--- src/rtl/tiny_dnn_pkg.sv ---
// tiny_dnn_pkg: definitions shared by the parameter-load controller.
//   F_NUM_DEF   default number of tiny_dnn_core instances fed
//   PRM_AW      core weight address width
//   PRM_DW      parameter word width (upper half of a 32-bit stream beat)
//   CORE_IW     core index width
//   prm_state_t load controller states
package tiny_dnn_pkg;

  localparam int F_NUM_DEF = 16;
  localparam int PRM_AW    = 10;
  localparam int PRM_DW    = 16;
  localparam int CORE_IW   = 4;

  typedef enum logic [1:0] {
    ST_IDLE,
    ST_LOAD,
    ST_DRAIN,
    ST_FIN
  } prm_state_t;

endpackage

--- src/rtl/prm_load_ctrl_if.sv ---
// prm_load_ctrl_if: stream source and core parameter write port.
//   src_valid/src_data/src_last/src_ready  AXI-stream style source beats
//   prm_we/prm_v/prm_a/prm_wd/prm_b        write port to the addressed core
// Modports:
//   master  controller side (accepts beats, issues writes)
//   slave   environment side (supplies beats, receives writes)
interface prm_load_ctrl_if;
  import tiny_dnn_pkg::*;

  logic                 src_valid;
  logic [31:0]          src_data;
  logic                 src_last;
  logic                 src_ready;

  logic                 prm_we;
  logic [CORE_IW-1:0]   prm_v;
  logic [PRM_AW-1:0]    prm_a;
  logic [PRM_DW-1:0]    prm_wd;
  logic                 prm_b;

  modport master (
    input  src_valid, src_data, src_last,
    output src_ready, prm_we, prm_v, prm_a, prm_wd, prm_b
  );

  modport slave (
    output src_valid, src_data, src_last,
    input  src_ready, prm_we, prm_v, prm_a, prm_wd, prm_b
  );

endinterface

--- src/rtl/prm_load_ctrl_addr_cnt.sv ---
// prm_addr_cnt: nested address / core-index counter for parameter loads.
//   clk, rst_n  clock, async active-low reset
//   clr         restart at (core 0, addr 0)
//   adv         step to the next beat position
//   bmode       bias load: address held at 0, core steps every beat
//   ks, nf      last address per filter, last core index
//   addr, core  position of the beat about to be accepted
//   last        current position is the final one of the load
module prm_addr_cnt
  import tiny_dnn_pkg::*;
(
  input  logic               clk,
  input  logic               rst_n,
  input  logic               clr,
  input  logic               adv,
  input  logic               bmode,
  input  logic [PRM_AW-1:0]  ks,
  input  logic [CORE_IW-1:0] nf,
  output logic [PRM_AW-1:0]  addr,
  output logic [CORE_IW-1:0] core,
  output logic               last
);

  logic [PRM_AW-1:0] ks_eff;
  logic              addr_wrap;

  // A bias load is a weight load with one word per filter.
  assign ks_eff    = bmode ? '0 : ks;
  assign addr_wrap = (addr == ks_eff);
  assign last      = addr_wrap && (core == nf);

  always_ff @(posedge clk or negedge rst_n) begin
    if (!rst_n) begin
      addr <= '0;
      core <= '0;
    end else if (clr) begin
      addr <= '0;
      core <= '0;
    end else if (adv) begin
      if (addr_wrap) begin
        addr <= '0;
        core <= core + 1'b1;
      end else begin
        addr <= addr + 1'b1;
      end
    end
  end

endmodule

--- src/rtl/prm_load_ctrl.sv ---
// prm_load_ctrl: streams weight or bias words into an array of cores.
//   clk, rst_n     clock, async active-low reset
//   start          one-cycle load request, sampled in IDLE only
//   bmode          1 = bias load, 0 = weight load (latched with start)
//   ks             weight words per filter minus 1 (latched)
//   nf             filters minus 1 (latched, capped at F_NUM-1)
//   bus            prm_load_ctrl_if.master: source stream and core write port
//   busy           controller not in IDLE
//   done           one-cycle pulse on return to IDLE after a load
//   err            sticky framing error, cleared by the next accepted start
// Build option: define PRM_LOAD_ERR_EN to enable src_last framing checks.
// Without it src_last is ignored, DRAIN is unreachable and err is 0.
//
// state    | meaning
// ---------+--------------------------------------------------------
// ST_IDLE  | waiting for start
// ST_LOAD  | accepting beats, one core write per accepted beat
// ST_DRAIN | final word written without src_last; discard to src_last
// ST_FIN   | final write on the port; return to IDLE with done
module prm_load_ctrl
  import tiny_dnn_pkg::*;
#(
  parameter int F_NUM = F_NUM_DEF
) (
  input  logic                 clk,
  input  logic                 rst_n,
  input  logic                 start,
  input  logic                 bmode,
  input  logic [PRM_AW-1:0]    ks,
  input  logic [CORE_IW-1:0]   nf,
  prm_load_ctrl_if.master      bus,
  output logic                 busy,
  output logic                 done,
  output logic                 err
);

  prm_state_t          state;
  logic                bmode_q;
  logic [PRM_AW-1:0]   ks_q;
  logic [CORE_IW-1:0]  nf_q;
  logic [CORE_IW-1:0]  nf_cap;
  logic                nf_over;
  logic                beat;
  logic                cnt_clr;
  logic                cnt_adv;
  logic                cnt_last;
  logic [PRM_AW-1:0]   cnt_addr;
  logic [CORE_IW-1:0]  cnt_core;
  logic                unused_bits;

  // Out-of-range filter counts are clipped to the last existing core.
  assign nf_over = ({{(32-CORE_IW){1'b0}}, nf} >= F_NUM);
  assign nf_cap  = nf_over ? CORE_IW'(F_NUM - 1) : nf;

  assign bus.src_ready = (state == ST_LOAD) || (state == ST_DRAIN);
  assign busy          = (state != ST_IDLE);
  assign beat          = bus.src_valid && bus.src_ready;
  assign cnt_clr       = (state == ST_IDLE) && start;
  assign cnt_adv       = (state == ST_LOAD) && beat;
  assign unused_bits   = ^{bus.src_data[15:0], bus.src_last};

  prm_addr_cnt u_addr_cnt (
    .clk   (clk),
    .rst_n (rst_n),
    .clr   (cnt_clr),
    .adv   (cnt_adv),
    .bmode (bmode_q),
    .ks    (ks_q),
    .nf    (nf_q),
    .addr  (cnt_addr),
    .core  (cnt_core),
    .last  (cnt_last)
  );

`ifndef PRM_LOAD_ERR_EN
  assign err = 1'b0;
`endif

  always_ff @(posedge clk or negedge rst_n) begin
    if (!rst_n) begin
      state      <= ST_IDLE;
      bmode_q    <= 1'b0;
      ks_q       <= '0;
      nf_q       <= '0;
      bus.prm_we <= 1'b0;
      bus.prm_v  <= '0;
      bus.prm_a  <= '0;
      bus.prm_wd <= '0;
      bus.prm_b  <= 1'b0;
      done       <= 1'b0;
`ifdef PRM_LOAD_ERR_EN
      err        <= 1'b0;
`endif
    end else begin
      bus.prm_we <= 1'b0;
      done       <= 1'b0;
      case (state)
        ST_IDLE: begin
          if (start) begin
            state     <= ST_LOAD;
            bmode_q   <= bmode;
            ks_q      <= ks;
            nf_q      <= nf_cap;
            bus.prm_b <= bmode;
`ifdef PRM_LOAD_ERR_EN
            err       <= 1'b0;
`endif
          end
        end
        ST_LOAD: begin
          if (beat) begin
            bus.prm_we <= 1'b1;
            bus.prm_v  <= cnt_core;
            bus.prm_a  <= cnt_addr;
            bus.prm_wd <= bus.src_data[31:16];
`ifdef PRM_LOAD_ERR_EN
            // Early src_last truncates the load; a missing one drains
            // the rest of the packet without writing it.
            if (cnt_last && !bus.src_last) begin
              err   <= 1'b1;
              state <= ST_DRAIN;
            end else if (cnt_last) begin
              state <= ST_FIN;
            end else if (bus.src_last) begin
              err   <= 1'b1;
              state <= ST_FIN;
            end
`else
            if (cnt_last) begin
              state <= ST_FIN;
            end
`endif
          end
        end
        ST_DRAIN: begin
`ifdef PRM_LOAD_ERR_EN
          if (beat && bus.src_last) begin
            state <= ST_FIN;
          end
`else
          state <= ST_IDLE;
`endif
        end
        ST_FIN: begin
          state     <= ST_IDLE;
          done      <= 1'b1;
          bus.prm_b <= 1'b0;
        end
        default: state <= ST_IDLE;
      endcase
    end
  end

endmodule

--- src/flat_wrapper.sv ---
// flat-port wrapper written by rule: the top's interface ports become plain ports
module prm_load_ctrl_flat import tiny_dnn_pkg::*;
#(
  parameter int F_NUM = F_NUM_DEF
)
  (clk, rst_n, start, bmode, ks, nf, busy, done, err, bus_src_valid, bus_src_data, bus_src_last, bus_src_ready, bus_prm_we, bus_prm_v, bus_prm_a, bus_prm_wd, bus_prm_b);
  prm_load_ctrl_if bus_i ();
  input  logic clk;
  input  logic rst_n;
  input  logic start;
  input  logic bmode;
  input  logic [PRM_AW-1:0] ks;
  input  logic [CORE_IW-1:0] nf;
  output logic busy;
  output logic done;
  output logic err;
  input wire logic [$bits(bus_i.src_valid)-1:0] bus_src_valid;
  input wire logic [$bits(bus_i.src_data)-1:0] bus_src_data;
  input wire logic [$bits(bus_i.src_last)-1:0] bus_src_last;
  output wire logic [$bits(bus_i.src_ready)-1:0] bus_src_ready;
  output wire logic [$bits(bus_i.prm_we)-1:0] bus_prm_we;
  output wire logic [$bits(bus_i.prm_v)-1:0] bus_prm_v;
  output wire logic [$bits(bus_i.prm_a)-1:0] bus_prm_a;
  output wire logic [$bits(bus_i.prm_wd)-1:0] bus_prm_wd;
  output wire logic [$bits(bus_i.prm_b)-1:0] bus_prm_b;
  assign bus_i.src_valid = bus_src_valid;
  assign bus_i.src_data = bus_src_data;
  assign bus_i.src_last = bus_src_last;
  assign bus_src_ready = bus_i.src_ready;
  assign bus_prm_we = bus_i.prm_we;
  assign bus_prm_v = bus_i.prm_v;
  assign bus_prm_a = bus_i.prm_a;
  assign bus_prm_wd = bus_i.prm_wd;
  assign bus_prm_b = bus_i.prm_b;
  prm_load_ctrl #(.F_NUM(F_NUM)) u_core (.clk(clk), .rst_n(rst_n), .start(start), .bmode(bmode), .ks(ks), .nf(nf), .bus(bus_i), .busy(busy), .done(done), .err(err));
endmodule
--- config.mk ---
export PLATFORM = sky130hd
export DESIGN_NAME = prm_load_ctrl_flat
export DESIGN_NICKNAME = d
export VERILOG_FILES = /design/src/rtl/tiny_dnn_pkg.sv /design/src/rtl/prm_load_ctrl_if.sv /design/src/rtl/prm_load_ctrl_addr_cnt.sv /design/src/rtl/prm_load_ctrl.sv /design/src/flat_wrapper.sv
export SDC_FILE = /design/constraint.sdc
export NUM_CORES = 1
export LEC_CHECK = 0
export CAP_MARGIN = 0
export CORE_MARGIN = 8
export CORE_UTILIZATION = 35
export DETAILED_ROUTE_END_ITERATION = 10
export DONT_BUFFER_PORTS = 1
export GPL_ROUTABILITY_DRIVEN = 0
export MAX_ROUTING_LAYER = met4
export PLACE_DENSITY = 0.54
export SLEW_MARGIN = 25
export SYNTH_ARGS = -nofsm -noshare
export SYNTH_HDL_FRONTEND = slang
export SYNTH_SLANG_ARGS = --single-unit
--- constraint.sdc ---
create_clock -name clk -period 2.2 [get_ports clk]
set_clock_uncertainty 0.2 [all_clocks]
set_input_delay 0.11 -clock clk [delete_from_list [all_inputs] [get_ports clk]]
set_output_delay 0.11 -clock clk [all_outputs]
set_load 0.02 [all_outputs]
-- Word-level counts from Yosys, hierarchy flattened
Index checks and enable logic that the tools add are counted.
- register bits after elaboration: 64
- output and inout port bits: 36
- reduce and logical (&&, ||, !) cells: 16
- eq/ne operators: 8
- $add $sub $neg: 2
- mux-type cells: 16
- operators with widths (cell ; number):
    $mux W10 ; 4
    $mux W4 ; 3
    $add A10 B1 Y10 const B ; 1
    $eq A10 B10 Y1 ; 1
    $reduce_and A2 Y1 ; 4
    $reduce_bool A2 Y1 ; 4
    $mux W2 ; 3
    $pmux W2 S3 ; 1
    $add A4 B1 Y4 const B ; 1
    $eq A2 B2 Y1 const B ; 2
    $eq A4 B4 Y1 ; 1
    $logic_and A1 B1 Y1 ; 4
    $mux W1 ; 4
    $ne A2 B1 Y1 const B ; 2
    $reduce_and A3 Y1 ; 1
    $eq A2 B1 Y1 const B ; 1
    $logic_not A2 Y1 ; 1
    $ne A2 B2 Y1 const B ; 1
    $pmux W1 S2 ; 1
    $reduce_or A2 Y1 ; 1
    $logic_or A1 B1 Y1 ; 1

-- Logic depth before layout (Yosys ltp)
Gate-level depths: netlist (run 1).
- depth in word-level cells: 6
- gate-level depth with buffers: 8
- mapped depth without buffers: 8

-- Hierarchy
From an unflattened synthesis (run 1), not the netlist that was laid out.
- cell total of the unflattened synthesis: 234
- area total of the unflattened synthesis: 3065.4 um^2
- modules (own cells, without submodules) (module ; area an instance (um^2) ; cells each ; instances ; seq. area each (um^2)):
    prm_load_ctrl ; 1966.9 ; 122 ; 1 ; 1251.2
    prm_addr_cnt ; 1098.6 ; 112 ; 1 ; 350.3

-- Worst setup path before layout (run 1)
No wires, ideal clock.
- kind: register -> register
- start: reg u_core.bmode_q
- end: reg u_core.u_addr_cnt.core[0]
- required time: 1.921 ns
- setup time: 0.079 ns
- data arrival time: 1.741 ns
- path slack: 0.180 ns
- buffers on the path: 1
- stages on the path, launching flop included: 7
- path through: dfrtp_1 -> buf_6 -> nor4b_2 -> a32oi_1 -> a32o_2 -> nor4_4 -> mux2i_1
- longest elaborated chain between the ends: 4
- RTL lines (item ; RTL line ; text):
    start: declaration ; prm_load_ctrl.sv:38 ; logic bmode_q;
    start signal: assignment ; prm_load_ctrl.sv:101 ; bmode_q <= bmode;
    $mux W10 ; prm_load_ctrl_addr_cnt.sv:28 ; assign ks_eff = bmode ? '0 : ks;
    $eq A10 B10 Y1 ; prm_load_ctrl_addr_cnt.sv:29 ; assign addr_wrap = (addr == ks_eff);
    $reduce_bool A2 Y1 (no line) ; - ;
    $reduce_and A2 Y1 (no line) ; - ;
    end signal: assignment ; prm_load_ctrl_addr_cnt.sv:42 ; core <= core + 1'b1;
    end: declaration ; prm_load_ctrl_addr_cnt.sv:20 ; output logic [CORE_IW-1:0] core,
Every way passes these cells.
A chain may end at the register's enable or synchronous reset.

-- Worst setup path after layout (run 1)
- start: reg u_core.bmode_q
- end: reg u_core.state[1]
- longest elaborated chain between the ends: 5
- RTL lines (item ; RTL line ; text):
    $mux W10 ; prm_load_ctrl_addr_cnt.sv:28 ;
    $eq A10 B10 Y1 ; prm_load_ctrl_addr_cnt.sv:29 ;
    $logic_and A1 B1 Y1 ; prm_load_ctrl_addr_cnt.sv:30 ; assign last = addr_wrap && (core == nf);
    $ne A2 B1 Y1 (no line) ; - ;
    $reduce_and A3 Y1 (no line) ; - ;
    end signal: assignment ; prm_load_ctrl.sv:81 ; state <= ST_IDLE;
    end signal: assignment ; prm_load_ctrl.sv:100 ; state <= ST_LOAD;
    end signal: assignment ; prm_load_ctrl.sv:130 ; state <= ST_FIN;
    end: declaration ; prm_load_ctrl.sv:37 ; prm_state_t state;
Every way passes these cells.

==> key figures, run 1 <==
Pwr
  • Static Leak: 0.00176 uW
  • Total Power: 4280 uW
  • Reg power frac: 50.3%
  • P_sw: 1690 uW
  • Switching share of power: 39.5%
  • Gate power share: 30.0%
  • VDD IR-drop max: 437 uV
  • Pwr dens: 1150 mW/mm^2
  • Cell Int Power: 2590 uW
  • Clock power frac: 19.7%

Clocking
  • Clk_lat worst skew: 0.34 ns
  • Clock transition at path regs: 0.06 ns
  • # clock sinks: 64
  • CTS H-tree depth: 3
  • TritonCTS clock tree: built
  • Root Buffer: clkbuf_8
  • Clk buf depth: 2
  • CTS Buf Count: 9

Synth
  • Synth cell types: 47
  • Dominant synthesized flop cell: dfrtp_1
  • Syn Inst Count: 306
  • Average instance area after synthesis: 9.85 um^2
  • Syn Nets: 364
  • Top cell type's share of synthesized area: 53.1%
  • Post-synth EDFFs: 0
  • Asr flop ratio synth: 100%
  • Post-synthesis instance area: 0.00302 mm^2
  • Yosys reg bits: 64
  • Post-synthesis sequential area ratio: 53.1%
  • Synth Warn #: 0
  • Top cells by area, synth: dfrtp_1, nand2_1, mux2_2
  • Largest area contributor in the netlist: dfrtp_1

Placement
  • Number of cells in the design after placement: 412
  • Pre-CTS setup slack: 0.0206 ns
  • Post-place instance area: 0.00318 mm^2
  • Final HPWL DP: 4.69 mm
  • I/O Buffers: 0

Setup path
  • Worst setup SP type: register
  • Crit path required time: 2.26 ns
  • Worst setup EP type: register
  • WS Path Type: register to register
  • Critical path fanouts, max: 15
  • WP data arrival: 2.19 ns

STA
  • Final Hold Viols: 0
  • Post-route clock period utilization: 96.8%
  • Worst Slack Setup Final: 0.0702 ns
  • Max frequency: 0.470 GHz
  • Slew Viols, Final: 0
  • Final worst path period need: 2.13 ns
  • RSZ-0062 raised after global routing: no
  • Setup TNS: 0 ns
  • Final setup vio count: 0

Global routing
  • Vias in the first global route: 2,320
  • GR Overflow Total: 0
  • First-pass GRT wire length: 11.6 mm
  • Largest net degree at the start of global routing: 65
  • Initial antenna violation count: 0
  • Total GRT Usage: 13.1%

Routing
  • Detail Route Antenna Nets: 0
  • Post-Route WL: 6.99 mm
  • Vias: 2,225
  • TritonRoute pass-1 iters: 5
  • WL/cell: 15.2 um
  • Initial DRC count: 73
  • Post-route DRC violation count: 0
  • Drt via density: 4.83

Final layout
  • Layout cell share with drive strength beyond 1: 14.7%
  • Non-filler cells, final: 461
  • Area Growth Syn to Fin: 23.8%
  • Nets: 408
  • ANT cells: 0
  • Final instance area: 0.00373 mm^2
  • Fillers: 816

Floorplan
  • Core area: 0.00855 mm^2
  • Ports: 88
  • Total Die Area: 0.0118 mm^2
  • Row count: 34
  • Die H: 109 um
  • Die W: 109 um
  • Initial cell density of the core: 35.3%

Run
  • Max cap viols: 0

Hold path
  • HP Class: input pin to register

Run status
  • Status: finished, final reports clean
layer usage:
layer | share of wire, % | global-route usage [%]
met1 | 43 | 14.9
met2 | 51 | 20.7
met3 | 4.3 | 3.43
met4 | 1.7 | 6.74
met5 | 0 | -
layout make-up:
| cell class | instances | area (um^2) | share of cell area, % |
|---|---|---|---|
| clock inverters | 1 | 5.00 | 0.134 |
| multi-input cells | 221 | 1340 | 36.0 |
| inverters | 5 | 22.5 | 0.603 |
| flip-flops and latches | 64 | 1600 | 42.9 |
| clock buffers | 13 | 149 | 3.99 |
| well taps | 108 | 135 | 3.62 |
| repair buffers | 49 | 477 | 12.8 |
cell usage in the layout (no fill, tap or decap), types with 3 or more instances in the layout:
master           n
ha_1             6
a21oi_1          3
inv_1            4
nor2_1          11
nor4_1           3
dlygate4sd3_1   34
mux2_2          15
nor3_1           6
nand2_1        102
buf_4           13
clkbuf_8        10
xnor2_1          5
clkbuf_1         3
dfrtp_1         63
nand2b_1         4
o21ai_0         10
and3_1           3
xor2_1           8
nand3_1          9
mux2i_1          5
cells by family after synthesis:
logic type,Yosys count,synth area share (%)
flops,64,53.1
xor+xnor,13,3.78
compound gates,27,6.35
mux,20,7.26
simple gates,154,23.8
other cells,1,0.124
buf+inv,21,3.11
fa+ha+maj,6,2.49
per-stage QoR:
step / hold slack (ns) / utilization (%)
floorplan: -0.386 / -
global placement: -0.383 / 37.2
detailed placement: -0.384 / 37.2
CTS: 0.0577 / 43.3
global route: 0.0733 / 43.7
finish: 0.0644 / 43.7
cell usage after synthesis (all sizes together), types with 3 or more instances:
library cell / n
dfrtp: 64
nand2: 102
nand3: 9
nor4: 5
nor2: 11
and3: 3
o21ai: 10
mux2: 15
mux2i: 5
clkbuf: 11
inv: 5
nor3: 7
xnor2: 5
ha: 6
xor2: 8
buf: 5
nand2b: 4
a21oi: 3
critical path: stages, from the launching register on:
cell and delay (ns):
dfrtp_2 0.50, and4bb_2 0.32, nand2b_1 0.05, a32o_2 0.30
or4b_1 0.54, a21oi_1 0.15
repair_timing:
action / CTS / global route
hold buffers: 35 / 0
buffers inserted: 0 / 0
gates resized for setup: 0 / 6
endpoints found under the hold margin: 110 / 0
endpoints found under the setup margin: 0 / 12
path summary, 6_finish.rpt:
kind | start | end | slack (ns) | cells after the start
worst min register to register | u_core.nf_q[0] | u_core.nf_q[0] | 0.33 | 1
worst max register to register | u_core.bmode_q | u_core.state[1] | 0.07 | 5
worst min-delay path | bus_src_valid | u_core.bus.prm_v[0] | 0.06 | 4
min in group asynchronous | rst_n | u_core.state[0] | 0.11 | 2
max in group asynchronous | rst_n | u_core.bus.prm_a[6] | 1.39 | 2
worst max-delay path | u_core.bmode_q | u_core.state[1] | 0.07 | 5
sequential cells by signal, summed over array words and instances (netlist names):
name	cells
u_core.bmode_q	1
u_core.bus.prm_a	10
u_core.bus.prm_b	1
u_core.bus.prm_v	4
u_core.bus.prm_wd	16
u_core.bus.prm_we	1
u_core.done	1
u_core.ks_q	10
u_core.nf_q	4
u_core.state	2
u_core.u_addr_cnt.addr	10
u_core.u_addr_cnt.core	4
power groups by stage:
stage / clock, uW / combinational (uW) / sequential [uW]
3_3_place_gp: 0 / 1140 / 2160
3_5_place_dp: 0 / 1180 / 2180
2_1_floorplan: 0 / 973 / 2050
6_report: 841 / 1280 / 2150
5_1_grt: 926 / 1430 / 2220
4_1_cts: 887 / 1270 / 2160
No activity file was read; power rests on OpenSTA's default activity.
==> run 2, diff against run 1 <==
==> constraint.sdc (replaced) <==
create_clock -name clk -period 2.2 [get_ports clk]
set_clock_uncertainty 0.2 [all_clocks]
set_input_delay 0.22 -clock clk [delete_from_list [all_inputs] [get_ports clk]]
set_output_delay 0.22 -clock clk [all_outputs]
set_load 0.02 [all_outputs]
==> run 2 against run 1 <==
Design area rose by 3.9%. Maximum frequency is 1.8% higher. Setup slack improved by 0.037 ns. Clock power is 39% higher. Clock-buffer cell count up 1. Wire length is 2.4% higher. Cell count increased by 1.7%. Sequential share of layout area is 1.6 points lower. Critical endpoint is now u_core.state[0]. Highest routed layer unchanged.
==> key figures, run 2 (synthesized netlist as in run 1, its figures left out) <==
Pwr
  • VDD IR-drop max: 455 uV
  • Static Leak: 0.00183 uW
  • Total Power: 4720 uW
  • Pwr dens: 1220 mW/mm^2

Clocking
  • CTS Buf Count: 9
  • Clk_lat worst skew: 0.34 ns
  • Clock transition at path regs: 0.07 ns
  • TritonCTS clock tree: built
  • CTS H-tree depth: 3
  • Clk buf depth: 2
  • # clock sinks: 64
  • Root Buffer: clkbuf_8

Final layout
  • Commonest non-fill, non-tap cells in the layout: nand2_1, dfrtp_1, dlygate4sd3_1
  • Area Growth Syn to Fin: 28.7%
  • Fillers: 798
  • Register Area: 0.00160 mm^2
  • Multi-input combinational cell area: 0.00135 mm^2
  • Layout cell share with drive strength beyond 1: 18.0%
  • Biggest register: u_core.bus.prm_wd
  • Max reg flops: 16
  • Commonest non-fill, non-tap cell in the layout: nand2_1
  • Nets: 414
  • ANT cells: 0

STA
  • Final Hold Viols: 0
  • Post-route clock period utilization: 95.1%
  • Final worst path period need: 2.09 ns
  • Max frequency: 0.478 GHz
  • Final setup vio count: 0
  • Slew Viols, Final: 0
  • Hold WS: 0.0708 ns

Setup path
  • Worst setup EP type: register
  • Crit path required time: 2.26 ns
  • WS Path Type: register to register
  • Critical path fanouts, max: 6
  • Reg-to-reg slack, setup: 0.11 ns
  • WP data arrival: 2.16 ns
  • Reg2Reg Launch Point: u_core.bmode_q
  • Max incr delay on CP: 0.52 ns
  • CP cell instances: buf_12 > nand4bb_1 > o22ai_2 > o32ai_4 > or4b_1 > a21oi_1
  • CP max-delay cell: or4b_1
  • R2R Path End: u_core.state[0]
  • FF-to-FF path depth: 6
  • Worst setup SP type: register

Run status
  • Status: finished, final reports clean

Global routing
  • GR Overflow Total: 0
  • Largest net degree at the start of global routing: 65
  • Total GRT Usage: 12.8%
  • First-pass GRT wire length: 11.3 mm
  • Vias in the first global route: 2,257
  • Initial antenna violation count: 0

Floorplan
  • Die H: 109 um
  • Total Die Area: 0.0118 mm^2
  • Initial cell density of the core: 35.3%
  • Die W: 109 um
  • Row count: 34
  • Ports: 88
  • Core area: 0.00855 mm^2

Placement
  • I/O Buffers: 0
  • Final HPWL DP: 4.73 mm

Routing
  • Detail Route Antenna Nets: 0
  • Post-Route WL: 7.16 mm
  • Post-route DRC violation count: 0
  • WL/cell: 15.3 um
  • Vias: 2,295
  • Initial DRC count: 107
  • TritonRoute pass-1 iters: 4
  • Drt via density: 4.89

Run
  • Max cap viols: 0

Hold path
  • Hold Path End: u_core.u_addr_cnt.addr[6]
  • Hold depth: 4
  • HP Class: input pin to register
  • Min-Delay Startpoint: start
## run 2: how the worst max path moves through the flow
stage,from,depth (start not counted),slack (ns),end
after floorplan,u_core.bmode_q,6,0.18,u_core.u_addr_cnt.core[0]
after global placement,u_core.bmode_q,5,0.06,u_core.state[1]
after detailed placement,u_core.bmode_q,5,0.03,u_core.state[1]
after CTS,u_core.bmode_q,5,0.02,u_core.state[1]
after global routing,u_core.state[1],8,-0.002,u_core.u_addr_cnt.addr[8]
final,u_core.bmode_q,6,0.11,u_core.state[0]
## run 2: repair_timing
action                     4_1_cts  5_1_grt
hold endpoints to repair        99        0
setup endpoints to repair        0       13
hold buffers                    34        0
resized for setup                0       10
buffers inserted                 0        7
## run 2: worst max-delay path: cells and delay by family (launching register included)
kind / cells / cell delay, ns
AND/OR/NAND/NOR: 2 / 0.70
AO/OA/AOI/OAI: 3 / 0.51
flip-flops: 1 / 0.46
buffers and inverters: 1 / 0.15
## run 2: stage by stage
step	area, um^2	setup WS (ns)	cells	utilization, %	TNS [ns]
CTS	3770	0.0162	462	44.1	0
floorplan	3020	0.180	306	-	0
global route	3880	-0.00201	469	45.4	-0.00201
finish	3880	0.107	469	45.4	0
detailed placement	3180	0.0317	412	37.2	0
global placement	3180	0.0598	412	37.2	0
## run 2: report_power, final
part           switching (uW)  total (uW)  internal, uW  leakage [uW]
Clock                     438        1170           733      0.000117
Combinational             705        1400           692      0.000893
Sequential                602        2150          1550      0.000823
## run 2: metal layers
| metal | global-route usage (%) | up-vias | wire length, um |
|---|---|---|---|
| met4 | 7.72 | 0 | 186 |
| li1 | - | 1127 | - |
| met5 | - | - | 0 |
| met3 | 3.01 | 17 | 333 |
| met1 | 15.3 | 1095 | 3060 |
| met2 | 19.4 | 56 | 3580 |
## run 2: cell type report
| cell class | instances | area share, % |
|---|---|---|
| sequential | 64 | 41.3 |
| clock inverter | 2 | 1.55 |
| timing repair buffer | 55 | 13.7 |
| tap | 108 | 3.48 |
| multi-input combinational | 221 | 34.9 |
| inverter | 5 | 0.580 |
| clock buffer | 14 | 4.45 |
==> run 3, diff against run 2 <==
--- a/config.mk
+++ b/config.mk
@@ -11,6 +11,7 @@
 export DETAILED_ROUTE_END_ITERATION = 10
 export DONT_BUFFER_PORTS = 1
 export GPL_ROUTABILITY_DRIVEN = 0
+export GPL_TIMING_DRIVEN = 0
 export MAX_ROUTING_LAYER = met4
 export PLACE_DENSITY = 0.54
 export SLEW_MARGIN = 25
==> run 3 against run 2 <==
Total power fell by 7.5%. Global-route usage rose by 0.42 points. Sequential power barely moved. Critical path type unchanged. Highest routed layer unchanged. Utilization fell by 1.4 points.
==> key figures, run 3 (synthesized netlist as in run 1, its figures left out) <==
Run status
  • Status: finished, final reports clean

Setup path
  • WS Path Type: register to register
  • Reg2Reg Launch Point: u_core.bmode_q
  • FF-to-FF path depth: 6
  • Worst Setup SP: u_core.bmode_q
  • Worst setup SP type: register
  • Reg-to-reg slack, setup: 0.04 ns
  • Crit path required time: 2.28 ns
  • R2R Path End: u_core.state[0]
  • Worst setup path endpoint: u_core.state[0]
  • WP data arrival: 2.24 ns
  • Critical path fanouts, max: 8
  • Worst setup EP type: register

Clocking
  • Clk_lat worst skew: 0.35 ns
  • TritonCTS clock tree: built
  • # clock sinks: 64
  • Clk buf depth: 2
  • CTS Buf Count: 9
  • CTS H-tree depth: 3
  • Clock transition at path regs: 0.08 ns
  • Root Buffer: clkbuf_8

Routing
  • Drt via density: 4.91
  • Detail Route Antenna Nets: 0
  • TritonRoute pass-1 iters: 4
  • Post-route DRC violation count: 0
  • Post-Route WL: 7.25 mm
  • Initial DRC count: 90
  • WL/cell: 15.5 um
  • Vias: 2,294

Pwr
  • Cell Int Power: 2580 uW
  • Pwr dens: 1160 mW/mm^2
  • Switching share of power: 40.7%
  • Static Leak: 0.00176 uW
  • Reg power frac: 49.0%
  • Gate power share: 31.4%
  • P_sw: 1780 uW
  • VDD IR-drop max: 335 uV
  • Total Power: 4360 uW
  • Clock power frac: 19.6%

Final layout
  • Commonest non-fill, non-tap cell in the layout: nand2_1
  • Max reg flops: 16
  • Biggest register: u_core.bus.prm_wd
  • Multi-input combinational cell area: 0.00136 mm^2
  • ANT cells: 0
  • Layout cell share with drive strength beyond 1: 17.8%
  • Nets: 413
  • Area Growth Syn to Fin: 24.8%
  • Register Area: 0.00160 mm^2
  • Fillers: 830
  • Non-filler cells, final: 467
  • Commonest non-fill, non-tap cells in the layout: nand2_1, dfrtp_1, dlygate4sd3_1

STA
  • Max frequency: 0.463 GHz
  • RSZ-0062 raised after global routing: yes
  • Slew Viols, Final: 0
  • Setup TNS: 0 ns
  • Hold WS: 0.0307 ns
  • Final Hold Viols: 0
  • Final setup vio count: 0
  • Tightest Pin Transition: 0.639 ns
  • Relative slew slack: 57.4%
  • Final worst path period need: 2.16 ns
  • Post-route clock period utilization: 98.2%

Global routing
  • Vias in the first global route: 2,380
  • First-pass GRT wire length: 11.9 mm
  • Initial antenna violation count: 0
  • Total GRT Usage: 13.2%
  • GR Overflow Total: 0
  • Largest net degree at the start of global routing: 65

Placement
  • Final HPWL DP: 5.11 mm
  • Number of cells in the design after placement: 414
  • I/O Buffers: 0

Hold path
  • Min-Delay Startpoint: bus_src_valid
  • HP Class: input pin to register

Floorplan
  • Core area: 0.00855 mm^2
  • Die W: 109 um
  • Die H: 109 um
  • Initial cell density of the core: 35.3%
  • Row count: 34
  • Ports: 88
  • Total Die Area: 0.0118 mm^2

Run
  • Max cap viols: 0
-- run 3: cell count changes in the layout (fill, tap and decap cells not counted), sizes merged --
cell	previous run	this run
inv	4	5
clkinv	0	3
buf	21	11
clkbuf	15	19
bufinv	2	0
clkinvlp	1	3
-- run 3: power groups by stage --
stage                     clock [uW]  combinational (uW)  sequential (uW)
final                            854                1370             2140
after global routing             930                1540             2200
after CTS                        881                1300             2150
after detailed placement           0                1190             2160
after global placement             0                1150             2150
after floorplan                    0                 973             2050
-- run 3: worst min-delay path by stage --
stage,cells past startpoint,end,slack (ns)
floorplan,0,u_core.bmode_q,-0.28
global placement,0,u_core.state[1],-0.27
detailed placement,0,u_core.state[0],-0.27
CTS,4,u_core.state[0],0.09
global route,3,u_core.u_addr_cnt.addr[1],0.06
finish,3,u_core.u_addr_cnt.addr[0],0.03
-- run 3: through the flow --
step | util [%] | area (um^2) | setup slack, ns
2_1_floorplan | - | 3020 | 0.180
3_3_place_gp | 36.8 | 3150 | -0.225
3_5_place_dp | 36.8 | 3150 | -0.246
4_1_cts | 43.3 | 3700 | 0.00487
5_1_grt | 44.0 | 3760 | -0.0378
6_report | 44.0 | 3760 | 0.0403
-- run 3: critical path: stages, from the launching register on --
cell and delay [ns]:
dfrtp_2 0.45, buf_6 0.15, nor4b_4 0.19, a32oi_1 0.08, a32o_2 0.31, or4b_4 0.57
a21oi_1 0.13
-- run 3: area by class of cell --
cell class,instances,area share [%]
Clock buffer,9,3.29
Sequential cell,64,42.6
Buffer,15,2.13
Inverter,5,0.499
Clock inverter,6,0.998
Timing Repair Buffer,39,10.8
Multi-Input combinational cell,221,36.0
Tap cell,108,3.59
-- run 3: per-layer routing --
layer / global-route usage (%) / vias to the layer above / wire [um]
li1: - / 1122 / -
met1: 14.8 / 1129 / 3160
met2: 21.8 / 35 / 3650
met3: 4.20 / 8 / 339
met4: 4.69 / 0 / 93
met5: - / - / 0
-- run 3: timing repair --
action,4_1_cts,5_1_grt
endpoints found under the setup margin,52,45
resized for setup,9,10
hold buffers,34,0
pin swaps,1,7
endpoints found under the hold margin,102,0
buffers inserted,1,4
